===== src/rtl/game_timer_if.sv =====
// Handshake bundle for game_timer: tick/start/pause in, digits and flags out.
// master drives the controls (divider/score side); slave is the timer.
interface game_timer_if;
  logic       tick_in;
  logic       start;
  logic       pause;
  logic [3:0] sec_tens;
  logic [3:0] sec_ones;
  logic       running;
  logic       time_up;
  logic       expired;
  logic       warn;

  modport master (
    output tick_in,
    output start,
    output pause,
    input  sec_tens,
    input  sec_ones,
    input  running,
    input  time_up,
    input  expired,
    input  warn
  );

  modport slave (
    input  tick_in,
    input  start,
    input  pause,
    output sec_tens,
    output sec_ones,
    output running,
    output time_up,
    output expired,
    output warn
  );
endinterface


===== src/rtl/game_timer.sv =====
// BCD round countdown driven by the 1 s toggle from the clock divider.
// Ports: clk, rst_n (sync, active low), bus (game_timer_if.slave):
//   in  tick_in, start, pause
//   out sec_tens, sec_ones, running, time_up, expired, warn
// Optional feature macro: GAME_TIMER_WARN_EN enables the low-time warn flag;
// without it warn is tied to 0 and no comparator is built.
module game_timer #(
  parameter int START_SECS = 60,
  parameter int WARN_SECS  = 10
) (
  input  logic         clk,
  input  logic         rst_n,
  game_timer_if.slave  bus
);

  typedef enum logic [1:0] {
    IDLE,
    RUN,
    PAUSE,
    DONE
  } state_t;

  localparam logic [3:0] START_T = 4'(START_SECS / 10);
  localparam logic [3:0] START_O = 4'(START_SECS % 10);

  logic       s1;
  logic       s2;
  logic       prev;
  logic [1:0] prime;
  logic       armed;
  logic       tick_pulse;

  state_t     state;
  logic [3:0] tens;
  logic [3:0] ones;
  logic       running;
  logic       time_up;
  logic       expired;
  logic       warn;

  state_t     nxt_state;
  logic [3:0] nxt_t;
  logic [3:0] nxt_o;
  logic       nxt_tu;
  logic       nxt_warn;

  logic [3:0] dec_t;
  logic [3:0] dec_o;
  logic       at_one;

  // Two-flop synchroniser plus a history flop; either edge of the
  // 1 s toggle is one second.
  always_ff @(posedge clk) begin
    if (!rst_n) begin
      s1    <= 1'b0;
      s2    <= 1'b0;
      prev  <= 1'b0;
      prime <= 2'd0;
    end else begin
      s1   <= bus.tick_in;
      s2   <= s1;
      prev <= s2;
      if (prime != 2'd3)
        prime <= prime + 2'd1;
    end
  end

  // The chain holds reset zeros for three clocks; a tick_in already high
  // at release would otherwise look like an edge.
  assign armed      = (prime == 2'd3);
  assign tick_pulse = armed & (s2 ^ prev);

  // BCD decrement that saturates at 00.
  always_comb begin
    dec_t = tens;
    dec_o = ones;
    if (ones != 4'd0) begin
      dec_o = ones - 4'd1;
    end else if (tens != 4'd0) begin
      dec_o = 4'd9;
      dec_t = tens - 4'd1;
    end
  end

  assign at_one = (tens == 4'd0) && (ones <= 4'd1);

  always_comb begin
    nxt_state = state;
    nxt_t     = tens;
    nxt_o     = ones;
    nxt_tu    = 1'b0;
    unique case (state)
      IDLE: begin
        if (bus.start) begin
          nxt_state = RUN;
          nxt_t     = START_T;
          nxt_o     = START_O;
        end
      end
      RUN: begin
        if (bus.start) begin
          nxt_t = START_T;
          nxt_o = START_O;
        end else if (bus.pause) begin
          nxt_state = PAUSE;
        end else if (tick_pulse) begin
          if (at_one) begin
            nxt_state = DONE;
            nxt_t     = 4'd0;
            nxt_o     = 4'd0;
            nxt_tu    = 1'b1;
          end else begin
            nxt_t = dec_t;
            nxt_o = dec_o;
          end
        end
      end
      PAUSE: begin
        if (bus.start) begin
          nxt_state = RUN;
          nxt_t     = START_T;
          nxt_o     = START_O;
        end else if (!bus.pause) begin
          nxt_state = RUN;
        end
      end
      DONE: begin
        if (bus.start) begin
          nxt_state = RUN;
          nxt_t     = START_T;
          nxt_o     = START_O;
        end else begin
          nxt_t = 4'd0;
          nxt_o = 4'd0;
        end
      end
      default: begin
        nxt_state = IDLE;
      end
    endcase
  end

`ifdef GAME_TIMER_WARN_EN
  logic [6:0] nxt_rem;

  assign nxt_rem  = 7'(nxt_t) * 7'd10 + 7'(nxt_o);
  assign nxt_warn = ((nxt_state == RUN) || (nxt_state == PAUSE))
                 && (nxt_rem <= 7'(WARN_SECS));
`else
  assign nxt_warn = 1'b0;
`endif

  // Flags are decoded from the next state so they line up with the digits.
  always_ff @(posedge clk) begin
    if (!rst_n) begin
      state   <= IDLE;
      tens    <= START_T;
      ones    <= START_O;
      running <= 1'b0;
      time_up <= 1'b0;
      expired <= 1'b0;
      warn    <= 1'b0;
    end else begin
      state   <= nxt_state;
      tens    <= nxt_t;
      ones    <= nxt_o;
      running <= (nxt_state == RUN);
      time_up <= nxt_tu;
      expired <= (nxt_state == DONE);
      warn    <= nxt_warn;
    end
  end

  assign bus.sec_tens = tens;
  assign bus.sec_ones = ones;
  assign bus.running  = running;
  assign bus.time_up  = time_up;
  assign bus.expired  = expired;
  assign bus.warn     = warn;

endmodule


===== src/flat_wrapper.sv =====
// flat-port wrapper written by rule: the top's interface ports become plain ports
module game_timer_flat 
#(
  parameter int START_SECS = 60,
  parameter int WARN_SECS  = 10
)
  (clk, rst_n, bus_tick_in, bus_start, bus_pause, bus_sec_tens, bus_sec_ones, bus_running, bus_time_up, bus_expired, bus_warn);
  game_timer_if bus_i ();
  input  logic clk;
  input  logic rst_n;
  input wire logic [$bits(bus_i.tick_in)-1:0] bus_tick_in;
  input wire logic [$bits(bus_i.start)-1:0] bus_start;
  input wire logic [$bits(bus_i.pause)-1:0] bus_pause;
  output wire logic [$bits(bus_i.sec_tens)-1:0] bus_sec_tens;
  output wire logic [$bits(bus_i.sec_ones)-1:0] bus_sec_ones;
  output wire logic [$bits(bus_i.running)-1:0] bus_running;
  output wire logic [$bits(bus_i.time_up)-1:0] bus_time_up;
  output wire logic [$bits(bus_i.expired)-1:0] bus_expired;
  output wire logic [$bits(bus_i.warn)-1:0] bus_warn;
  assign bus_i.tick_in = bus_tick_in;
  assign bus_i.start = bus_start;
  assign bus_i.pause = bus_pause;
  assign bus_sec_tens = bus_i.sec_tens;
  assign bus_sec_ones = bus_i.sec_ones;
  assign bus_running = bus_i.running;
  assign bus_time_up = bus_i.time_up;
  assign bus_expired = bus_i.expired;
  assign bus_warn = bus_i.warn;
  game_timer #(.START_SECS(START_SECS), .WARN_SECS(WARN_SECS)) u_core (.clk(clk), .rst_n(rst_n), .bus(bus_i));
endmodule

===== config.mk =====
export PLATFORM = sky130hd
export DESIGN_NAME = game_timer_flat
export DESIGN_NICKNAME = d
export VERILOG_FILES = /design/src/rtl/game_timer_if.sv /design/src/rtl/game_timer.sv /design/src/flat_wrapper.sv
export SDC_FILE = /design/constraint.sdc
export NUM_CORES = 1
export LEC_CHECK = 0
export ABC_AREA = 0
export CAP_MARGIN = 15
export CORE_AREA = 2 2 53 55
export CTS_BUF_LIST = sky130_fd_sc_hd__clkbuf_8 sky130_fd_sc_hd__clkbuf_16
export DETAILED_ROUTE_END_ITERATION = 8
export DIE_AREA = 0 0 55 57
export SYNTH_ARGS = -nofsm -noshare
export SYNTH_HDL_FRONTEND = slang
export SYNTH_SLANG_ARGS = --single-unit

===== constraint.sdc =====
create_clock -name clk -period 1.9 [get_ports clk]
set_input_delay 0.19 -clock clk [delete_from_list [all_inputs] [get_ports clk]]
set_output_delay 0.19 -clock clk [all_outputs]
set_load 0.02 [all_outputs]

Word level (Yosys, flattened, before mapping)
Cells that the tools add are included.
- add/subtract/negate cells: 3
- magnitude comparators: 1
- eq/ne operators: 13
- muxes and demuxes: 26
- bitwise gates (word level): 5
- reductions and logical operators: 10
- operators with widths (cell ; number):
    $mux 4 ; 14
    $pmux 4 s3 ; 2
    $mux 2 ; 7
    $eq 2x2->1 const B ; 4
    $reduce_bool 4->1 ; 2
    $sub 4x1->4 const B ; 2
    $pmux 2 s3 ; 1
    $ne 5x2->1 const B ; 1
    $reduce_and 5->1 ; 1
    $reduce_or 5->1 ; 1
    $eq 2x1->1 const B ; 2
    $le 4x1->1 const B ; 1
    $logic_not 4->1 ; 1
    $ne 4x2->1 const B ; 1
    $ne 4x3->1 const B ; 1
    $reduce_and 4->1 ; 1
    $reduce_or 2->1 ; 2
    $mux 3 ; 1
    $ne 3x2->1 const B ; 1
    $ne 3x3->1 const B ; 1
    $not 1->1 ; 3
    $add 2x1->2 const B ; 1
    $logic_not 2->1 ; 1
    $ne 2x1->1 const B ; 1
    5 further kinds ; 5
- bits in registers: 18
- input bits: 5
- output and inout bits: 12
- word-level logic and storage cells: 68

Logic depth before layout (Yosys ltp)
Gate-level depths: netlist (run 1).
- depth in word-level cells: 8
- gate-level depth with buffers: 8
- mapped depth without buffers: 7

Worst setup path before layout (run 1)
No wires, ideal clock.
- path type: flip-flop to flip-flop
- from: register u_core.tens[0], in the netlist u_core.bus.sec_tens[0]
- to: register u_core.expired, in the netlist u_core.bus.expired
- setup time: 0.061 ns
- arrival time: 1.908 ns
- required time: 1.839 ns
- slack: -0.069 ns
- cell stages (with the launch flop): 8
- path buffers: 0
- clock period less this slack: 1.969 ns
- cell sequence: dfxtp_1 inv_1 ha_1 or3b_1 or4b_4 a21o_1 nand2_2 nor2b_4
- cells in the longest elaborated chain, start to end: 8
- RTL lines (element ; line ; RTL):
    start, declared ; game_timer.sv:34 ; logic [3:0] tens;
    start signal, assigned ; game_timer.sv:165 ; tens <= nxt_t;
    $logic_not 4->1 ; game_timer.sv:85 ; assign at_one = (tens == 4'd0) && (ones <= 4'd1);
    $logic_and 1x1->1 ; game_timer.sv:85 ;
    $mux 2 ; game_timer.sv:107 ; if (at_one) begin
    $mux 2 ; game_timer.sv:106 ; end else if (tick_pulse) begin
    $mux 2 ; game_timer.sv:104 ; end else if (bus.pause) begin
    $mux 2 ; game_timer.sv:101 ; if (bus.start) begin
    $pmux 2 s3 ; game_timer.sv:92 ; unique case (state)
    $eq 2x2->1 ; game_timer.sv:169 ; expired <= (nxt_state == DONE);
    end signal, assigned ; game_timer.sv:169 ;
    end, declared ; game_timer.sv:38 ; logic expired;
No other way between the ends.
A chain may end at the register's enable or synchronous reset.

Worst setup path in the final report (run 1)
Same ends and word-level chain as after synthesis.

==> results of run 1 <==
registers in the layout, summed over array words and instances (netlist names):
name                 count
u_core.bus.running       1
u_core.s2                1
u_core.s1                1
u_core.bus.time_up       1
u_core.prime             2
u_core.bus.sec_ones      4
u_core.prev              1
u_core.state             2
u_core.bus.expired       1
u_core.bus.sec_tens      4
stage by stage:
stage	cells	hold slack [ps]	total power [µW]	TNS [ps]	util, %
after floorplan	111	317.3	625.9	-3.111	-
after global placement	173	419.2	754.4	-19.67	50.43
after detailed placement	173	430.4	757.7	-30.80	50.43
after CTS	178	448.1	1083	-15.94	53.11
after global routing	179	463.9	1153	-189.8	54.83
final	179	439.6	1090	0	54.83
Yosys cell counts, types with 2 or more instances:
cell type	n	share of area, %
nor2b_1	2	1.3
inv_1	7	2.7
xnor2_1	2	1.8
and2_1	7	4.5
nor3_1	6	3.1
a211oi_1	4	3.1
o21ai_0	5	2.5
a21boi_0	2	1.5
clkbuf_1	2	0.76
a21oi_1	4	2.0
nor2_1	10	3.8
dfxtp_1	18	37
ha_1	6	7.6
nand2_1	5	1.9
nand3_1	2	1.0
cells by family (layout without fill, tap and decap cells):
group	after synthesis	count (layout)	synth area share [%]
AOI/OAI and AO/OA	24	24	16.43
xor gates and xnor gates	3	3	2.676
adders and majority gates	6	6	7.643
buffers and inverters	11	48	4.714
DFF	18	18	36.69
muxes	1	1	1.019
other	1	1	0.3818
and+or+nand+nor	47	47	30.45
power by group through the flow:
stage | sequential [µW] | combinational [µW] | clock [µW]
floorplan | 461 | 165 | 0
global placement | 436 | 318 | 0
detailed placement | 437 | 321 | 0
CTS | 428 | 327 | 328
global route | 432 | 380 | 341
finish | 429 | 342 | 319
worst paths after layout:
path	end	depth (start not counted)
setup reg to reg	u_core.bus.expired	7
hold reg to reg	u_core.s2	1
hold / removal	u_core.s2	1
setup / recovery	u_core.bus.expired	7
routing by layer:
| metal | up-vias | global-route usage [%] | part of all wire (%) | routed length, µm |
|---|---|---|---|---|
| met1 | 436 | 21.36 | 46 | 1066 |
| met2 | 9 | 25.17 | 50 | 1144 |
| met4 | 0 | 6.969 | 1.8 | 41 |
| met3 | 6 | 3.403 | 1.9 | 43 |
| met5 | - | 0 | 0 | 0 |
| li1 | 460 | - | - | - |
layout by cell type, fill, tap and decap left out, types with 3 or more instances in the layout:
cell type         n
dfxtp_2           4
and2_1            6
inv_1             5
dfxtp_1          14
clkdlybuf4s50_1  15
nor3_1            5
nand2_1           5
nor2_1           10
a211oi_1          3
o21ai_0           4
ha_1              3
buf_4            22
clkbuf_8          4
a21oi_1           4
worst reg2reg max path: cells and delay by family (launching register included):
kind / cells / cell delay (ps)
AO/OA/AOI/OAI: 1 / 200
flip-flops: 1 / 320
adder cells (fa/ha/maj): 1 / 140
AND/OR/NAND/NOR: 4 / 1090
buffers and inverters: 1 / 80
area by class of cell:
cell class | instances | area share [%]
timing repair buffer | 37 | 21.99
sequential | 18 | 25.48
inverter | 7 | 1.832
tap | 31 | 2.705
clock buffer | 4 | 3.839
multi-input combinational | 82 | 44.15
repair_timing:
item	in CTS	in global routing
endpoints found under the setup margin	3	10
resized for setup	3	10
pin swaps	1	1
setup buffers	1	1
gates cloned	0	0
==> impl_results.md, run 1 <==
- Max-slew violation count: 0
- Vias in the first global route: 849
- Reg-to-Reg Start: u_core.bus.sec_tens[0]
- Crit path largest cell delay: 520 ps
- GPL Wtd Cong: 0.7399
- Fill cell count: 252
- Worst-path clk slew: 70 ps
- Flops & latches, synth: 18
- Syn Inst Count: 111
- Buf+Inv Stages, Crit Path: 1
- Detail Route Antenna Nets: 0
- Family with the most delay on the worst path: simple AND/OR/NAND/NOR gates
- DP Area: between 0.001 and 0.0015 mm²
- Critical Path Source Type: flop
- Final hold viol count: 0
- Status: finished, final reports clean
- Critical Path Sink Type: flop
- Max Clock Skew: about 2.6 ps
- Max stage delay cell, worst path: or4b_4
- Yosys cell types: 44
- Seq pwr share: 39.4%
- Critical Path Start: u_core.bus.sec_tens[0]
- Clk_lat worst skew: 250 ps
- Row cnt: 19
- Via density: around 5.1
- Grt total ovfl: 0
- Hold path start: u_core.s1
- Min cycle time layout: 1882 ps
- Final WS setup: 17.76 ps
- Area of the multi-input gates: 633.1 µm²
- Layout cells sized above 1: between 30 and 40%
- Min-delay worst type: reg2reg
- Comb pwr share: 31.4%
- Hold-fix buffers, CTS: 0
- Leak pwr: ~0.00057 µW
- Critical Path, Cell by Cell: inv_2 -> ha_4 -> or3b_4 -> or4b_4 -> a21o_1 -> nand2_2 -> nor2b_4
- RSZ-0062 raised after global routing: true
- EDFF count, synth: 0
- Clk pwr share: 29.2%
- Sequential standard cell area: 365.4 µm²
- PwrDens: 759.8 mW/mm²
- Share of the yosys chip area belonging to registers: 36.69%
- Final #Nets: 160
- Synth Cell Area: 982.2 µm²
- Net Sw Frac: between 20% and 30%
- First-pass GRT wire length: 3726 µm
- GRT Total Usage: between 10% and 20%
- Psw: 322.4 µW
- TritonCTS Buffers: 3
- Peak supply drop: 0.4713 mV
- Drt wl/cell: about 13 µm
- Most common flop cell mapped by yosys: dfxtp_1
- Initial antenna violation count: 0
- Power Internal: 767.1 µW
- Die ar.: 0.003135 mm²
- Largest net degree at the start of global routing: 16
- Required time worst endpoint: 2100 ps
- Maximum fanout along the worst path: 3
- Area delta synth->final: 45.99%
- Flop2flop setup slack: 20 ps
- First-pass iteration count of the detailed router: 4
- Period Utilization, post-route: roughly 100%
- Number of setup violations in the final report: 0
- Starting density of the core: approximately 38%
- Fmax: between 500 and 600 MHz
- # IOs: 17
- Die height: 57 µm
- Ys async rst share: 0%
- Max clock buf depth: 2
- Drt total wl: 2296 µm
- Sink Count: 18
- CTS tree: done
- Net Count, Synth: roughly 120
- H-tree depth: 1
- DP HPWL: 1627 µm
- Iter 0 DRT Violations: 18
- ANT cells: 0
- Core area: around 0.0026 mm²
- Number of warning messages in the yosys log: 0
- WP data arrival: about 2100 ps
- Pre-CTS setup slack: -30.80 ps
- CP Class: reg2reg
- Final Cell Area: 0.001434 mm²
- DRC viols: 0
- Vias: 911
- Reported max-cap violation count: 0
- Mean Syn Cell Area: 8.849 µm²
- Port Buf Inserts: 15
- Root Buffer: clkbuf_8
- Die Span X: 55 µm
No activity file was read; power rests on OpenSTA's default activity.
==> run 2: changes to the inputs <==
--- a/config.mk
+++ b/config.mk
@@ -9,6 +9,7 @@
 export CAP_MARGIN = 15
 export CORE_AREA = 2 2 53 55
 export CTS_BUF_LIST = sky130_fd_sc_hd__clkbuf_8 sky130_fd_sc_hd__clkbuf_16
+export CTS_CLUSTER_SIZE = 10
 export DETAILED_ROUTE_END_ITERATION = 8
 export DIE_AREA = 0 0 55 57
 export SYNTH_ARGS = -nofsm -noshare
==> results of run 2 <==
Final layout, timing and power as in run 1 (identical DEF).
==> run 3: changes to the inputs <==
--- a/config.mk
+++ b/config.mk
@@ -12,6 +12,7 @@
 export CTS_CLUSTER_SIZE = 10
 export DETAILED_ROUTE_END_ITERATION = 8
 export DIE_AREA = 0 0 55 57
+export MAX_ROUTING_LAYER = met4
 export SYNTH_ARGS = -nofsm -noshare
 export SYNTH_HDL_FRONTEND = slang
 export SYNTH_SLANG_ARGS = --single-unit
==> impl_results.md, run 3 (same netlist as run 1, synthesis figures left out) <==
- Hold-fix buffers, CTS: 0 (unchanged)
- Die height: 57 µm (unchanged)
- DP HPWL: 1627 µm (unchanged)
- Final #Nets: 160 (unchanged)
- Initial antenna violation count: 0 (unchanged)
- Root Buffer: clkbuf_8
- Worst-path clk slew: 70 ps (about the same)
- Min cycle time layout: 1881 ps (-0.8588 ps)
- PwrDens: 760.0 mW/mm² (about the same)
- Max-slew violation count: 0 (unchanged)
- Starting density of the core: 37.56% (unchanged)
- DRC viols: 0 (unchanged)
- Reg-to-Reg Start: u_core.bus.sec_tens[0]
- First-pass GRT wire length: 3726 µm (unchanged)
- # IOs: 17 (unchanged)
- TritonCTS Buffers: 3 (unchanged)
- Area delta synth->final: 45.99% (unchanged)
- Max clock buf depth: 2 (unchanged)
- GRT Total Usage: 16.66% (+0.47 points)
- RSZ-0062 raised after global routing: true
- Reported max-cap violation count: 0 (unchanged)
- Drt total wl: 2301 µm (+0.22%)
- Family with the most delay on the worst path: simple AND/OR/NAND/NOR gates
- Fmax: 531.5 MHz (about the same)
- Iter 0 DRT Violations: 16 (-2)
- Leak pwr: 0.0005659 µW (unchanged)
- Die ar.: 0.003135 mm² (unchanged)
- Final TNS setup: 0 ps (unchanged)
- Vias: 914 (+0.33%)
- Hold path start: u_core.s1
- Grt total ovfl: 0 (unchanged)
- Most frequent cells in the layout: buf_4 (22), clkdlybuf4s50_1 (15), dfxtp_1 (14)
- H-tree depth: 1 (unchanged)
- Final hold viol count: 0 (unchanged)
- Row cnt: 19 (unchanged)
- Period Utilization, post-route: 99.02% (about the same)
- First-pass iteration count of the detailed router: 4 (unchanged)
- Total power: 1090 µW (about the same)
- Required time worst endpoint: 2100 ps (about the same)
- Crit path largest cell delay: 520 ps (about the same)
- WP data arrival: 2080 ps (about the same)
- Clk_lat worst skew: 250 ps (about the same)
- Die Span X: 55 µm (unchanged)
- Peak supply drop: 0.4715 mV (about the same)
- Via density: 5.106 (+0.33%)
- GPL Wtd Cong: 0.7491 (+1.2%)
- CP Class: reg2reg
- Hold slack: 440.2 ps (+0.5820 ps)
- CTS tree: done
- Maximum fanout along the worst path: 3 (unchanged)
- Max stage delay cell, worst path: or4b_4
- Final Non-Filler Cells: 179 (unchanged)
- Max Clock Skew: 2.334 ps (-0.2787 ps)
- Critical Path, Cell by Cell: inv_2 -> ha_4 -> or3b_4 -> or4b_4 -> a21o_1 -> nand2_2 -> nor2b_4
- ANT cells: 0 (unchanged)
- Final Cell Area: 0.001434 mm² (unchanged)
- Drt wl/cell: 12.85 µm (+0.22%)
- Cells after DPL: 173 (unchanged)
- Layout cells sized above 1: 33.11% (unchanged)
- Critical Path Source Type: flop
- Port Buf Inserts: 15 (unchanged)
- Detail Route Antenna Nets: 0 (unchanged)
- Number of setup violations in the final report: 0 (unchanged)
- Vias in the first global route: 852 (+0.35%)
- Status: finished, final reports clean
- Commonest non-fill, non-tap cell in the layout: buf_4
- Core area: 0.002615 mm² (unchanged)
- Critical Path Start: u_core.bus.sec_tens[0]
- Buf+Inv Stages, Crit Path: 1 (unchanged)
- Critical Path Sink Type: flop
- Sink Count: 18 (unchanged)
- Largest net degree at the start of global routing: 16 (unchanged)
- DP Area: 0.001319 mm² (unchanged)
- Min-delay worst type: reg2reg
==> run 3: cell counts in the layout (fill, tap and decap cells not counted) <==
Identical to the previous run, type by type.
==> run 3: through the flow <==
step	utilization (%)	setup WS, ps
after floorplan	-	-3.111
after global placement	50.43	-19.67
after detailed placement	50.43	-30.80
after CTS	53.11	-10.53
after global routing	54.83	-72.05
final	54.83	18.62
==> run 3: area by class of cell <==
type,count,area (µm²)
fillers,252,1181
flip-flops and latches,18,365.4
clock buffers,4,55.05
repair buffers,37,315.3
multi-input cells,82,633.1
inverters,7,26.28
well taps,31,38.79
==> run 3: per-layer routing <==
layer	part of all wire, %	track usage [%]
met2	50	25.17
met1	47	21.36
met5	0	-
met3	2.0	3.403
met4	1.7	6.969
==> run 3: repair_timing <==
action | in CTS | in global routing
pin swaps | 1 | 1
cloned | 0 | 0
setup endpoints to repair | 3 | 10
gates resized for setup | 3 | 10
buffers inserted | 1 | 1
==> run 3: path summary, 6_finish.rpt <==
check | endpoint | slack, ps | cells past startpoint
worst min-delay path | u_core.s2 | 440 | 1
worst min register to register | u_core.s2 | 440 | 1
worst max register to register | u_core.bus.expired | 20 | 7
worst max-delay path | u_core.bus.expired | 20 | 7
==> run 3: report_power, final <==
group / switching (µW) / total, µW / leakage (µW) / internal, µW
combinational: 170 / 342 / 0.000389 / 172
clock: 134 / 318 / 0.0000288 / 184
sequential: 18.5 / 429 / 0.000149 / 410
